--- src/rtl/alu_pkg.sv ---
// Shared types and opcode constants for the ALU front end.
// Used by the operand collector, its decoder and the ALU checker.
package alu_pkg;

    localparam int ALU_WIDTH     = 8;
    localparam int ALU_CMD_WIDTH = 4;

    typedef logic [1:0] need_t;

    localparam need_t NEED_NONE = 2'b00;
    localparam need_t NEED_A    = 2'b01;
    localparam need_t NEED_B    = 2'b10;
    localparam need_t NEED_AB   = 2'b11;

    typedef enum logic {
        IDLE,
        WAIT
    } state_t;

    // Arithmetic commands (MODE = 1)
    localparam logic [3:0] A_ADD     = 4'd0;
    localparam logic [3:0] A_SUB     = 4'd1;
    localparam logic [3:0] A_ADD_CIN = 4'd2;
    localparam logic [3:0] A_SUB_CIN = 4'd3;
    localparam logic [3:0] A_INC_A   = 4'd4;
    localparam logic [3:0] A_DEC_A   = 4'd5;
    localparam logic [3:0] A_INC_B   = 4'd6;
    localparam logic [3:0] A_DEC_B   = 4'd7;
    localparam logic [3:0] A_CMP     = 4'd8;
    localparam logic [3:0] A_MUL_INC = 4'd9;
    localparam logic [3:0] A_MUL_SHL = 4'd10;

    // Logical commands (MODE = 0)
    localparam logic [3:0] L_AND    = 4'd0;
    localparam logic [3:0] L_NAND   = 4'd1;
    localparam logic [3:0] L_OR     = 4'd2;
    localparam logic [3:0] L_NOR    = 4'd3;
    localparam logic [3:0] L_XOR    = 4'd4;
    localparam logic [3:0] L_XNOR   = 4'd5;
    localparam logic [3:0] L_NOT_A  = 4'd6;
    localparam logic [3:0] L_NOT_B  = 4'd7;
    localparam logic [3:0] L_SHR1_A = 4'd8;
    localparam logic [3:0] L_SHL1_A = 4'd9;
    localparam logic [3:0] L_SHR1_B = 4'd10;
    localparam logic [3:0] L_SHL1_B = 4'd11;
    localparam logic [3:0] L_ROL    = 4'd12;
    localparam logic [3:0] L_ROR    = 4'd13;

endpackage

--- src/rtl/alu_opreq_decode.sv ---
// Maps (mode, cmd) to the operands the ALU needs; a zero mask
// means the command does not exist.
module alu_opreq_decode
    import alu_pkg::*;
#(
    parameter int CMD_WIDTH = ALU_CMD_WIDTH
) (
    input  logic                 mode,
    input  logic [CMD_WIDTH-1:0] cmd,
    output need_t                need,
    output logic                 legal
);

    localparam int CW = CMD_WIDTH;

    always_comb begin
        need = NEED_NONE;
        if (mode) begin
            unique case (cmd)
                CW'(A_ADD), CW'(A_SUB), CW'(A_ADD_CIN), CW'(A_SUB_CIN),
                CW'(A_CMP), CW'(A_MUL_INC), CW'(A_MUL_SHL):
                    need = NEED_AB;
                CW'(A_INC_A), CW'(A_DEC_A):
                    need = NEED_A;
                CW'(A_INC_B), CW'(A_DEC_B):
                    need = NEED_B;
                default:
                    need = NEED_NONE;
            endcase
        end else begin
            unique case (cmd)
                CW'(L_AND), CW'(L_NAND), CW'(L_OR), CW'(L_NOR),
                CW'(L_XOR), CW'(L_XNOR), CW'(L_ROL), CW'(L_ROR):
                    need = NEED_AB;
                CW'(L_NOT_A), CW'(L_SHR1_A), CW'(L_SHL1_A):
                    need = NEED_A;
                CW'(L_NOT_B), CW'(L_SHR1_B), CW'(L_SHL1_B):
                    need = NEED_B;
                default:
                    need = NEED_NONE;
            endcase
        end
    end

    assign legal = (need != NEED_NONE);

endmodule

--- src/rtl/alu_operand_collector.sv ---
// Gathers split OPA/OPB beats into one complete ALU command,
// dropping stale partial commands and illegal opcodes.
module alu_operand_collector
    import alu_pkg::*;
#(
    parameter int WIDTH     = ALU_WIDTH,
    parameter int CMD_WIDTH = ALU_CMD_WIDTH,
    parameter int TIMEOUT   = 16
) (
    input  logic                 clk,
    input  logic                 rst,
    input  logic                 in_ce,
    input  logic                 in_mode,
    input  logic [CMD_WIDTH-1:0] in_cmd,
    input  logic [1:0]           in_inp_valid,
    input  logic [WIDTH-1:0]     in_opa,
    input  logic [WIDTH-1:0]     in_opb,
    input  logic                 in_cin,
    output logic                 alu_ce,
    output logic                 alu_mode,
    output logic [CMD_WIDTH-1:0] alu_cmd,
    output logic [1:0]           alu_inp_valid,
    output logic [WIDTH-1:0]     alu_opa,
    output logic [WIDTH-1:0]     alu_opb,
    output logic                 alu_cin,
    output logic                 busy,
    output logic                 err_timeout,
    output logic                 err_cmd
);

    localparam int CNT_W = $clog2(TIMEOUT + 1);
    localparam logic [CNT_W-1:0] CNT_LAST = CNT_W'(TIMEOUT - 1);

    state_t               state_q, state_d;
    logic [CNT_W-1:0]     cnt_q, cnt_d;
    need_t                need_q, need_d, mask_q, mask_d;
    logic                 mode_q, mode_d, cin_q, cin_d;
    logic [CMD_WIDTH-1:0] cmd_q, cmd_d;
    logic [WIDTH-1:0]     opa_q, opa_d, opb_q, opb_d;

    logic                 ce_q, ce_d, tmo_q, tmo_d, ecmd_q, ecmd_d;
    logic                 omode_q, omode_d, ocin_q, ocin_d;
    logic [CMD_WIDTH-1:0] ocmd_q, ocmd_d;
    need_t                oiv_q, oiv_d;
    logic [WIDTH-1:0]     oa_q, oa_d, ob_q, ob_d;

    need_t                in_need, in_got, w_got, iss_need;
    logic                 in_legal, same, iss, iss_mode, iss_cin;
    logic [CMD_WIDTH-1:0] iss_cmd;
    logic [WIDTH-1:0]     w_opa, w_opb, iss_a, iss_b;

    alu_opreq_decode #(
        .CMD_WIDTH(CMD_WIDTH)
    ) u_dec (
        .mode  (in_mode),
        .cmd   (in_cmd),
        .need  (in_need),
        .legal (in_legal)
    );

    assign in_got = in_inp_valid & in_need;
    assign w_got  = mask_q | (in_inp_valid & need_q);
    assign w_opa  = in_inp_valid[0] ? in_opa : opa_q;
    assign w_opb  = in_inp_valid[1] ? in_opb : opb_q;
    assign same   = (in_mode == mode_q) && (in_cmd == cmd_q);

    always_comb begin
        state_d  = state_q;
        cnt_d    = cnt_q;
        need_d   = need_q;
        mask_d   = mask_q;
        mode_d   = mode_q;
        cmd_d    = cmd_q;
        cin_d    = cin_q;
        opa_d    = opa_q;
        opb_d    = opb_q;
        tmo_d    = 1'b0;
        ecmd_d   = 1'b0;
        iss      = 1'b0;
        iss_mode = in_mode;
        iss_cmd  = in_cmd;
        iss_cin  = in_cin;
        iss_need = in_need;
        iss_a    = in_opa;
        iss_b    = in_opb;

        unique case (state_q)
            IDLE: begin
                if (in_ce && (in_inp_valid != 2'b00)) begin
                    if (!in_legal) begin
                        ecmd_d = 1'b1;
                    end else if (in_got == in_need) begin
                        iss = 1'b1;
                    end else if (in_got != NEED_NONE) begin
                        state_d = WAIT;
                        cnt_d   = '0;
                        need_d  = in_need;
                        mask_d  = in_got;
                        mode_d  = in_mode;
                        cmd_d   = in_cmd;
                        cin_d   = in_cin;
                        opa_d   = in_inp_valid[0] ? in_opa : '0;
                        opb_d   = in_inp_valid[1] ? in_opb : '0;
                    end
                end
            end
            WAIT: begin
                cnt_d = cnt_q + 1'b1;
                // A beat for another command means the partial one is stale.
                if (in_ce && !same) begin
                    tmo_d   = 1'b1;
                    state_d = IDLE;
                end else if (in_ce && (w_got == need_q)) begin
                    iss      = 1'b1;
                    iss_mode = mode_q;
                    iss_cmd  = cmd_q;
                    iss_cin  = cin_q;
                    iss_need = need_q;
                    iss_a    = w_opa;
                    iss_b    = w_opb;
                    state_d  = IDLE;
                end else if (cnt_q == CNT_LAST) begin
                    tmo_d   = 1'b1;
                    state_d = IDLE;
                end else if (in_ce) begin
                    mask_d = w_got;
                    opa_d  = w_opa;
                    opb_d  = w_opb;
                end
            end
            default: state_d = IDLE;
        endcase

        ce_d    = iss;
        omode_d = omode_q;
        ocmd_d  = ocmd_q;
        ocin_d  = ocin_q;
        oiv_d   = oiv_q;
        oa_d    = oa_q;
        ob_d    = ob_q;
        if (iss) begin
            omode_d = iss_mode;
            ocmd_d  = iss_cmd;
            ocin_d  = iss_cin;
            oiv_d   = iss_need;
            oa_d    = iss_need[0] ? iss_a : '0;
            ob_d    = iss_need[1] ? iss_b : '0;
        end
    end

    always_ff @(posedge clk) begin
        if (!rst) begin
            state_q <= IDLE;
            cnt_q   <= '0;
            need_q  <= NEED_NONE;
            mask_q  <= NEED_NONE;
            mode_q  <= 1'b0;
            cmd_q   <= '0;
            cin_q   <= 1'b0;
            opa_q   <= '0;
            opb_q   <= '0;
            ce_q    <= 1'b0;
            tmo_q   <= 1'b0;
            ecmd_q  <= 1'b0;
            omode_q <= 1'b0;
            ocmd_q  <= '0;
            ocin_q  <= 1'b0;
            oiv_q   <= NEED_NONE;
            oa_q    <= '0;
            ob_q    <= '0;
        end else begin
            state_q <= state_d;
            cnt_q   <= cnt_d;
            need_q  <= need_d;
            mask_q  <= mask_d;
            mode_q  <= mode_d;
            cmd_q   <= cmd_d;
            cin_q   <= cin_d;
            opa_q   <= opa_d;
            opb_q   <= opb_d;
            ce_q    <= ce_d;
            tmo_q   <= tmo_d;
            ecmd_q  <= ecmd_d;
            omode_q <= omode_d;
            ocmd_q  <= ocmd_d;
            ocin_q  <= ocin_d;
            oiv_q   <= oiv_d;
            oa_q    <= oa_d;
            ob_q    <= ob_d;
        end
    end

    assign alu_ce        = ce_q;
    assign alu_mode      = omode_q;
    assign alu_cmd       = ocmd_q;
    assign alu_inp_valid = oiv_q;
    assign alu_opa       = oa_q;
    assign alu_opb       = ob_q;
    assign alu_cin       = ocin_q;
    assign busy          = (state_q == WAIT);
    assign err_timeout   = tmo_q;
    assign err_cmd       = ecmd_q;

endmodule

--- config.mk ---
export PLATFORM = sky130hd
export DESIGN_NAME = alu_operand_collector
export DESIGN_NICKNAME = d
export VERILOG_FILES = /design/src/rtl/alu_pkg.sv /design/src/rtl/alu_opreq_decode.sv /design/src/rtl/alu_operand_collector.sv
export SDC_FILE = /design/constraint.sdc
export NUM_CORES = 1
export LEC_CHECK = 0
export CAP_MARGIN = 15
export CELL_PAD_IN_SITES_DETAIL_PLACEMENT = 1
export CELL_PAD_IN_SITES_GLOBAL_PLACEMENT = 2
export CORE_ASPECT_RATIO = 2
export CORE_MARGIN = 3
export CORE_UTILIZATION = 38
export DETAILED_ROUTE_END_ITERATION = 16
export DONT_BUFFER_PORTS = 1
export GPL_TIMING_DRIVEN = 0
export PLACE_DENSITY_LB_ADDON = 0.1
export SETUP_SLACK_MARGIN = 0.5
export SYNTH_ARGS = -nofsm -noshare
export SYNTH_HDL_FRONTEND = slang
export SYNTH_HIERARCHICAL = 1
export SYNTH_SLANG_ARGS = --single-unit
--- constraint.sdc ---
create_clock -name clk -period 2.9 [get_ports clk]
set_clock_uncertainty 0.05 [all_clocks]
set_input_delay 0.58 -clock clk [delete_from_list [all_inputs] [get_ports clk]]
set_output_delay 0.58 -clock clk [all_outputs]
set_load 0.005 [all_outputs]
==> flow_metrics.tcl, run 1 <==
set metrics [dict create \
    outcome "finished, final reports clean" \
    post_cts_hold_buffer_count 0 \
    worst_setup_path_start_kind "input port" \
    synth.area.mux_share_pct 8.31 \
    grt_overflow 0 \
    finalWirelength_um 10000 \
    via_count 2762 \
    worst_ep_arrival_time_ns 2.59 \
    finalWorstPathRequiredPeriod_ns 2.40 \
    critical-path-max-stage-delay_ns 0.53 \
    worst_skew_pair.late_latency_ns 0.33 \
    yosys.area_share.adder_pct 2.49 \
    die-height_um 132 \
    layout_setup_ws_ns 0.499 \
    period_share_pct 82.8 \
    yosys_register_bits 59 \
    max_cap_viol_count 0 \
    number_of_flops_mapped_to_enable_cells_by_yosys 0 \
    port_buffers 0 \
    grtUsageTotal_pct 23.3 \
    clock_tree_root_driver_cell "sky130_fd_sc_hd__clkbuf_16" \
    syn_avg_cell_area_um2 9.02 \
    finalMaxSlewViolations 0 \
    timing.setup.critical_path_class "input port to flop" \
    cts_tree "built" \
    power_density_mw_per_mm2 608 \
    crit_chain "or4_4, o21ai_4, a21oi_4, nand2b_4, a2111oi_4, buf_4, and3_1, buf_6, a21oi_4, o311ai_1" \
    synth.lib_cells_used.distinct 52 \
    floorplan.initialDensity_pct 39.3 \
    synthCells 334 \
    synth-compound-area-share_pct 26.3 \
    critical_path.most_common_cell "sky130_fd_sc_hd__a21oi_4" \
    clkSinkCount 59 \
    die_w_um 69.0 \
    synthToLayoutAreaGrowth_pct 24.3 \
    tritoncts.num_buffers 9 \
    detailed_router_s_first_iteration_violation_count 98 \
    grt_pass1_wl_um 15600 \
    post_route_cells_drive_above_1_share_pct 22.5 \
    worstMarginPinSlew_ns 0.710 \
    synth_sequential_area_ratio_pct 39.2 \
    grt_antenna_before_repair 0 \
    detail-route-antenna-nets 0 \
    parity_gate_share_of_the_synthesized_area_counting_xor_and_xnor_cells_pct 1.74 \
    synth_warnings 6 \
    worst_slack_at_placement_ns -0.257 \
    fp.dieArea_mm2 0.00910 \
    cts.reportedPaths.clkPinSlew_ns 0.05 \
    design.core.area_mm2 0.00766 \
    nets 392 \
    worst_ep_required_time_ns 3.09 \
    grt_setup_unrepaired "true" \
    wl_per_cell_um 21.9 \
    peak_supply_drop_v 0.000342 \
    synth_simple_gate_area_share_pct 16.0 \
    static_leakage_power_nw 1.37 \
    largest_family_of_logic_cells_by_synthesized_area "compound AO/OA/AOI/OAI gates" \
    vias_per_cell 6.03 \
    diodes 0 \
    std_cell_rows 45 \
    drt_pass1_iterations 6 \
    gp_congestion 0.823 \
    h-tree-depth 3 \
    synthesis.area_mm2 0.00301 \
    worst_hold_path_type "input port to flop" \
    relSlewSlack_pct 52.7 \
    num_io_pins 55 \
    worstSetupEndpointType "flop" \
    dp_hpwl_um 7210 \
    syn_nets 367 \
    timing.final.hold_violations 0 \
    whs_ns 0.317 \
    ys_async_sr_fraction_pct 0 \
    worstPathMaxFanout 8 \
    timing.critical_path.slowest_stage_cell "sky130_fd_sc_hd__or4_4" \
    achievable-frequency_ghz 0.416 \
    grt_start_max_net_pins 11 \
    fillerInstances 928 \
    synth_top_flop_cell "sky130_fd_sc_hd__dfxtp_1" \
    grt_pass1_vias 2870 \
    clock_path_buffers 2 \
    finalSetupViolCount 0 \
    drcViolationCount 0 \
]
cells in the mapped netlist, drive strengths merged, types with 5 or more instances:
master,number,area [um2]
inv,11,41.3
ha,6,75.1
nand2,16,60.1
nand3,21,105
o311ai,8,70.1
a21oi,26,134
nor2,23,86.3
and3,11,68.8
o21ai,7,38.8
nor3,7,40.0
mux2i,25,250
clkbuf,15,56.3
o211ai,15,113
xor2,5,43.8
o2bb2ai,15,131
o22ai,8,50.1
dfxtp,59,1180
buf,13,81.3
final cells by class:
| cell class | instances | area (um2) | area share [%] |
|---|---|---|---|
| multi-input cells | 236 | 1830 | 49.0 |
| flip-flops and latches | 59 | 1180 | 31.5 |
| clock buffers | 15 | 278 | 7.41 |
| plain buffers | 28 | 155 | 4.14 |
| well taps | 94 | 118 | 3.14 |
| repair buffers | 14 | 105 | 2.81 |
| inverters | 11 | 45.0 | 1.20 |
| clock inverters | 1 | 30.0 | 0.802 |
cell usage in the layout, fill, tap and decap left out, types with 3 or more instances in the layout:
| master | n |
|---|---|
| sky130_fd_sc_hd__o311ai_1 | 3 |
| sky130_fd_sc_hd__nand3_1 | 21 |
| sky130_fd_sc_hd__nor3_2 | 3 |
| sky130_fd_sc_hd__dfxtp_1 | 59 |
| sky130_fd_sc_hd__a21oi_1 | 23 |
| sky130_fd_sc_hd__clkbuf_1 | 15 |
| sky130_fd_sc_hd__o21a_1 | 4 |
| sky130_fd_sc_hd__mux2i_1 | 25 |
| sky130_fd_sc_hd__clkbuf_16 | 9 |
| sky130_fd_sc_hd__o2bb2ai_1 | 15 |
| sky130_fd_sc_hd__o22ai_1 | 4 |
| sky130_fd_sc_hd__a32oi_1 | 4 |
| sky130_fd_sc_hd__o22ai_2 | 4 |
| sky130_fd_sc_hd__o311ai_2 | 5 |
| sky130_fd_sc_hd__clkbuf_8 | 3 |
| sky130_fd_sc_hd__nand2_1 | 15 |
| sky130_fd_sc_hd__xor2_1 | 5 |
| sky130_fd_sc_hd__and3_1 | 11 |
| sky130_fd_sc_hd__inv_1 | 7 |
| sky130_fd_sc_hd__buf_4 | 20 |
| sky130_fd_sc_hd__nor3_1 | 3 |
| sky130_fd_sc_hd__o21ai_0 | 4 |
| sky130_fd_sc_hd__ha_1 | 6 |
| sky130_fd_sc_hd__o211ai_1 | 15 |
| sky130_fd_sc_hd__inv_2 | 3 |
| sky130_fd_sc_hd__nor2_2 | 3 |
| sky130_fd_sc_hd__nor2_1 | 20 |
| sky130_fd_sc_hd__buf_2 | 6 |
flip-flops by register name (all words and copies together) (netlist names):
| signal | flops |
|---|---|
| alu_cin | 1 |
| alu_inp_valid | 2 |
| cmd_q | 4 |
| alu_ce | 1 |
| alu_cmd | 4 |
| alu_mode | 1 |
| opa_q | 8 |
| alu_opb | 8 |
| err_timeout | 1 |
| mask_q | 2 |
| err_cmd | 1 |
| opb_q | 8 |
| cin_q | 1 |
| mode_q | 1 |
| busy | 1 |
| alu_opa | 8 |
| need_q | 2 |
| cnt_q | 5 |
what timing repair did:
action / in CTS / in global routing
pin swaps: 8 / 15
buffers inserted: 7 / 7
endpoints found under the hold margin: 0 / 0
gates resized for setup: 17 / 19
setup endpoints to repair: 48 / 39
path summary, 6_finish.rpt:
check	startpoint	endpoint	slack, ns	cells past startpoint
hold / removal	in_opb[1]	alu_opb[1]	0.32	2
setup reg to reg	cmd_q[3]	alu_opb[4]	0.61	6
setup / recovery	in_cmd[0]	alu_opb[0]	0.50	10
hold reg to reg	opb_q[1]	opb_q[1]	0.41	1
per-stage QoR:
| step | power, W | utilization [%] | area (um2) | std cells | TNS, ns |
|---|---|---|---|---|---|
| final | 0.00228 | 48.9 | 3750 | 458 | 0 |
| after global routing | 0.00236 | 48.9 | 3750 | 458 | 0 |
| after CTS | 0.00227 | 47.2 | 3610 | 451 | 0 |
| after detailed placement | 0.00115 | 41.4 | 3170 | 428 | -2.80 |
| after global placement | 0.00114 | 41.4 | 3170 | 428 | -1.04 |
| after floorplan | 0.00107 | - | 3060 | 334 | 0 |
kinds of logic (layout without fill, tap and decap cells):
logic type / Yosys count / count (layout)
xor+xnor: 6 / 6
fa+ha+maj: 6 / 6
mux: 25 / 25
buf+inv: 39 / 69
compound gates: 104 / 104
simple gates: 95 / 95
flops: 59 / 59
layer usage:
| metal | vias to the layer above | part of all wire (%) | global-route usage, % |
|---|---|---|---|
| met3 | 18 | 4.4 | 6.48 |
| met1 | 1389 | 37 | 25.2 |
| met4 | 0 | 2.1 | 7.71 |
| met2 | 52 | 57 | 41.6 |
| met5 | - | 0 | 0 |
| li1 | 1303 | - | - |
power breakdown:
group | internal, W | switching [W] | leakage, nW | total [W]
clock | 0.000736 | 0.000365 | 0.150 | 0.00110
combinational | 0.000123 | 0.000185 | 0.745 | 0.000308
sequential | 0.000844 | 0.0000271 | 0.478 | 0.000871
total | 0.00170 | 0.000577 | 1.37 | 0.00228
critical path: cells and delay by family:
kind	cells	cell delay, ns
buf+inv	2	0.28
simple gates	3	0.86
compound gates	5	0.87
Power figures use the tool's default switching activity.
==> run 2: changes to the inputs <==
==> constraint.sdc (replaced) <==
create_clock -name clk -period 2.5 [get_ports clk]
set_clock_uncertainty 0.05 [all_clocks]
set_input_delay 0.5 -clock clk [delete_from_list [all_inputs] [get_ports clk]]
set_output_delay 0.5 -clock clk [all_outputs]
set_load 0.005 [all_outputs]
==> run 2 against run 1 <==
Flip-flop and latch count stayed put. Worst setup slack worse by 0.33 ns. Via count is 0.33% higher. Critical path depth stayed put. Register-to-register slack worse by 0.25 ns. Global-route usage is 0.60 points higher. Design area is 9.0% higher. Total power is 13% higher. Critical endpoint is now alu_opb[1]. Largest power group unchanged. Final cell count is 2.0% higher. Sequential power is 16% higher.
==> flow_metrics.tcl, run 2 (synthesis gave the netlist of run 1 again) <==
set metrics [dict create \
    outcome "finished, final reports clean" \
    std_cell_rows 45 \
    worst_hold_path_type "input port to flop" \
    wl_per_cell_um 22.5 \
    drt_pass1_iterations 4 \
    worstMarginPinSlew_ns 0.691 \
    cts.reportedPaths.clkPinSlew_ns 0.05 \
    die_w_um 69.0 \
    grt_pass1_vias 2954 \
    regToRegStartpoint "cnt_q[0]" \
    diodes 0 \
    clock_path_buffers 2 \
    whs_ns 0.243 \
    max_cap_viol_count 0 \
    detail-route-antenna-nets 0 \
    crit_start "in_cmd[3]" \
    grt_setup_unrepaired "true" \
    worstSetupEndpointType "flop" \
    finalWirelength_um 10500 \
    grt_start_max_net_pins 11 \
    cts_tree "built" \
    port_buffers 0 \
    dp_hpwl_um 7240 \
    tritoncts.num_buffers 9 \
    num_io_pins 55 \
    design_area_mm2 0.00408 \
    fp.dieArea_mm2 0.00910 \
    post_cts_hold_buffer_count 0 \
    worst_ep_arrival_time_ns 2.51 \
    peak_supply_drop_v 0.000478 \
    layout_setup_ws_ns 0.167 \
    grt_pass1_wl_um 16100 \
    finalWorstPathRequiredPeriod_ns 2.33 \
    achievable-frequency_ghz 0.429 \
    worst_setup_path_start_kind "input port" \
    finalSetupViolCount 0 \
    grtUsageTotal_pct 23.9 \
    timing.final.hold_violations 0 \
    hp-start "in_opb[2]" \
    worst_slack_at_placement_ns -0.438 \
    layout.cells.most_common "sky130_fd_sc_hd__dfxtp_1" \
    power_density_mw_per_mm2 631 \
    clock_tree_root_driver_cell "sky130_fd_sc_hd__clkbuf_16" \
    final_core_utilization_pct 53.3 \
    detailed_router_s_first_iteration_violation_count 116 \
    worst_skew_pair.late_latency_ns 0.33 \
    dpl-instance-area_mm2 0.00323 \
    timing.setup.critical_path_class "input port to flop" \
    worstPathMaxFanout 8 \
    die-height_um 132 \
    gp_congestion 0.823 \
    design.core.area_mm2 0.00766 \
    most-common-layout-cells "sky130_fd_sc_hd__dfxtp_1, sky130_fd_sc_hd__mux2i_1, sky130_fd_sc_hd__a21oi_1, sky130_fd_sc_hd__buf_4, sky130_fd_sc_hd__nand3_1" \
    post_route_cells_drive_above_1_share_pct 33.0 \
    floorplan.initialDensity_pct 39.3 \
    worst_ep_required_time_ns 2.68 \
    fillerInstances 866 \
    drcViolationCount 0 \
    static_leakage_power_nw 1.48 \
    grt_antenna_before_repair 0 \
    clkSinkCount 59 \
    period_share_pct 93.3 \
    synthToLayoutAreaGrowth_pct 35.5 \
    vias_per_cell 5.93 \
    grt_overflow 0 \
    relSlewSlack_pct 53.9 \
    finalMaxSlewViolations 0 \
    nets 401 \
    via_count 2771 \
    h-tree-depth 3 \
]
-- run 2: changes by cell type in the layout (fill, tap and decap cells not counted), sizes merged --
cell	change
buf	+8
bufinv	-1
clkinv	+2
-- run 2: layout make-up --
type	instances	area (um2)	share of cell area (%)
Buffer	28	190	4.66
Clock buffer	14	264	6.46
Clock inverter	2	10.0	0.245
Inverter	11	45.0	1.10
Multi-Input combinational cell	236	2040	49.9
Sequential cell	59	1180	29.0
Tap cell	94	118	2.88
Timing Repair Buffer	23	236	5.79
-- run 2: repair_timing --
action,in CTS,in global routing
setup endpoints to repair,56,54
buffers inserted,17,5
cloned,1,0
gates resized for setup,31,49
pin swaps,10,15
-- run 2: stage by stage --
stage               std cells  setup TNS (ns)  total power, W
finish                    467               0         0.00258
floorplan                 334               0         0.00126
detailed placement        428          -10.76         0.00134
global route              467               0         0.00268
CTS                       462               0         0.00255
global placement          428           -8.77         0.00134
-- run 2: path summary, 6_finish.rpt --
kind | end | slack, ns | cells past startpoint
setup / recovery | alu_opb[1] | 0.17 | 10
setup reg to reg | opa_q[0] | 0.36 | 9
hold reg to reg | opb_q[1] | 0.42 | 1
hold / removal | alu_opb[2] | 0.24 | 2
-- run 2: worst max-delay path, cell delays in order --
cell and delay [ns]:
sky130_fd_sc_hd__or4_4 0.53, sky130_fd_sc_hd__o21ai_4 0.10, sky130_fd_sc_hd__a21oi_4 0.09, sky130_fd_sc_hd__nand2b_4 0.16, sky130_fd_sc_hd__a2111oi_4 0.34, sky130_fd_sc_hd__buf_4 0.18
sky130_fd_sc_hd__and3_4 0.17, sky130_fd_sc_hd__buf_6 0.10, sky130_fd_sc_hd__a21oi_4 0.06, sky130_fd_sc_hd__o311ai_1 0.28
-- run 2: power by group --
part / total, W / switching [W] / internal (W) / leakage, nW
combinational: 0.000427 / 0.000245 / 0.000181 / 0.865
clock: 0.00114 / 0.000417 / 0.000721 / 0.137
sequential: 0.00101 / 0.0000334 / 0.000979 / 0.479
-- run 2: per-layer routing --
layer / routed length (um) / vias to the layer above / track usage (%)
met5: 0 / - / 0
li1: - / 1318 / -
met2: 6020 / 58 / 42.4
met3: 425 / 14 / 6.83
met4: 218 / 0 / 8.47
met1: 3840 / 1381 / 25.7
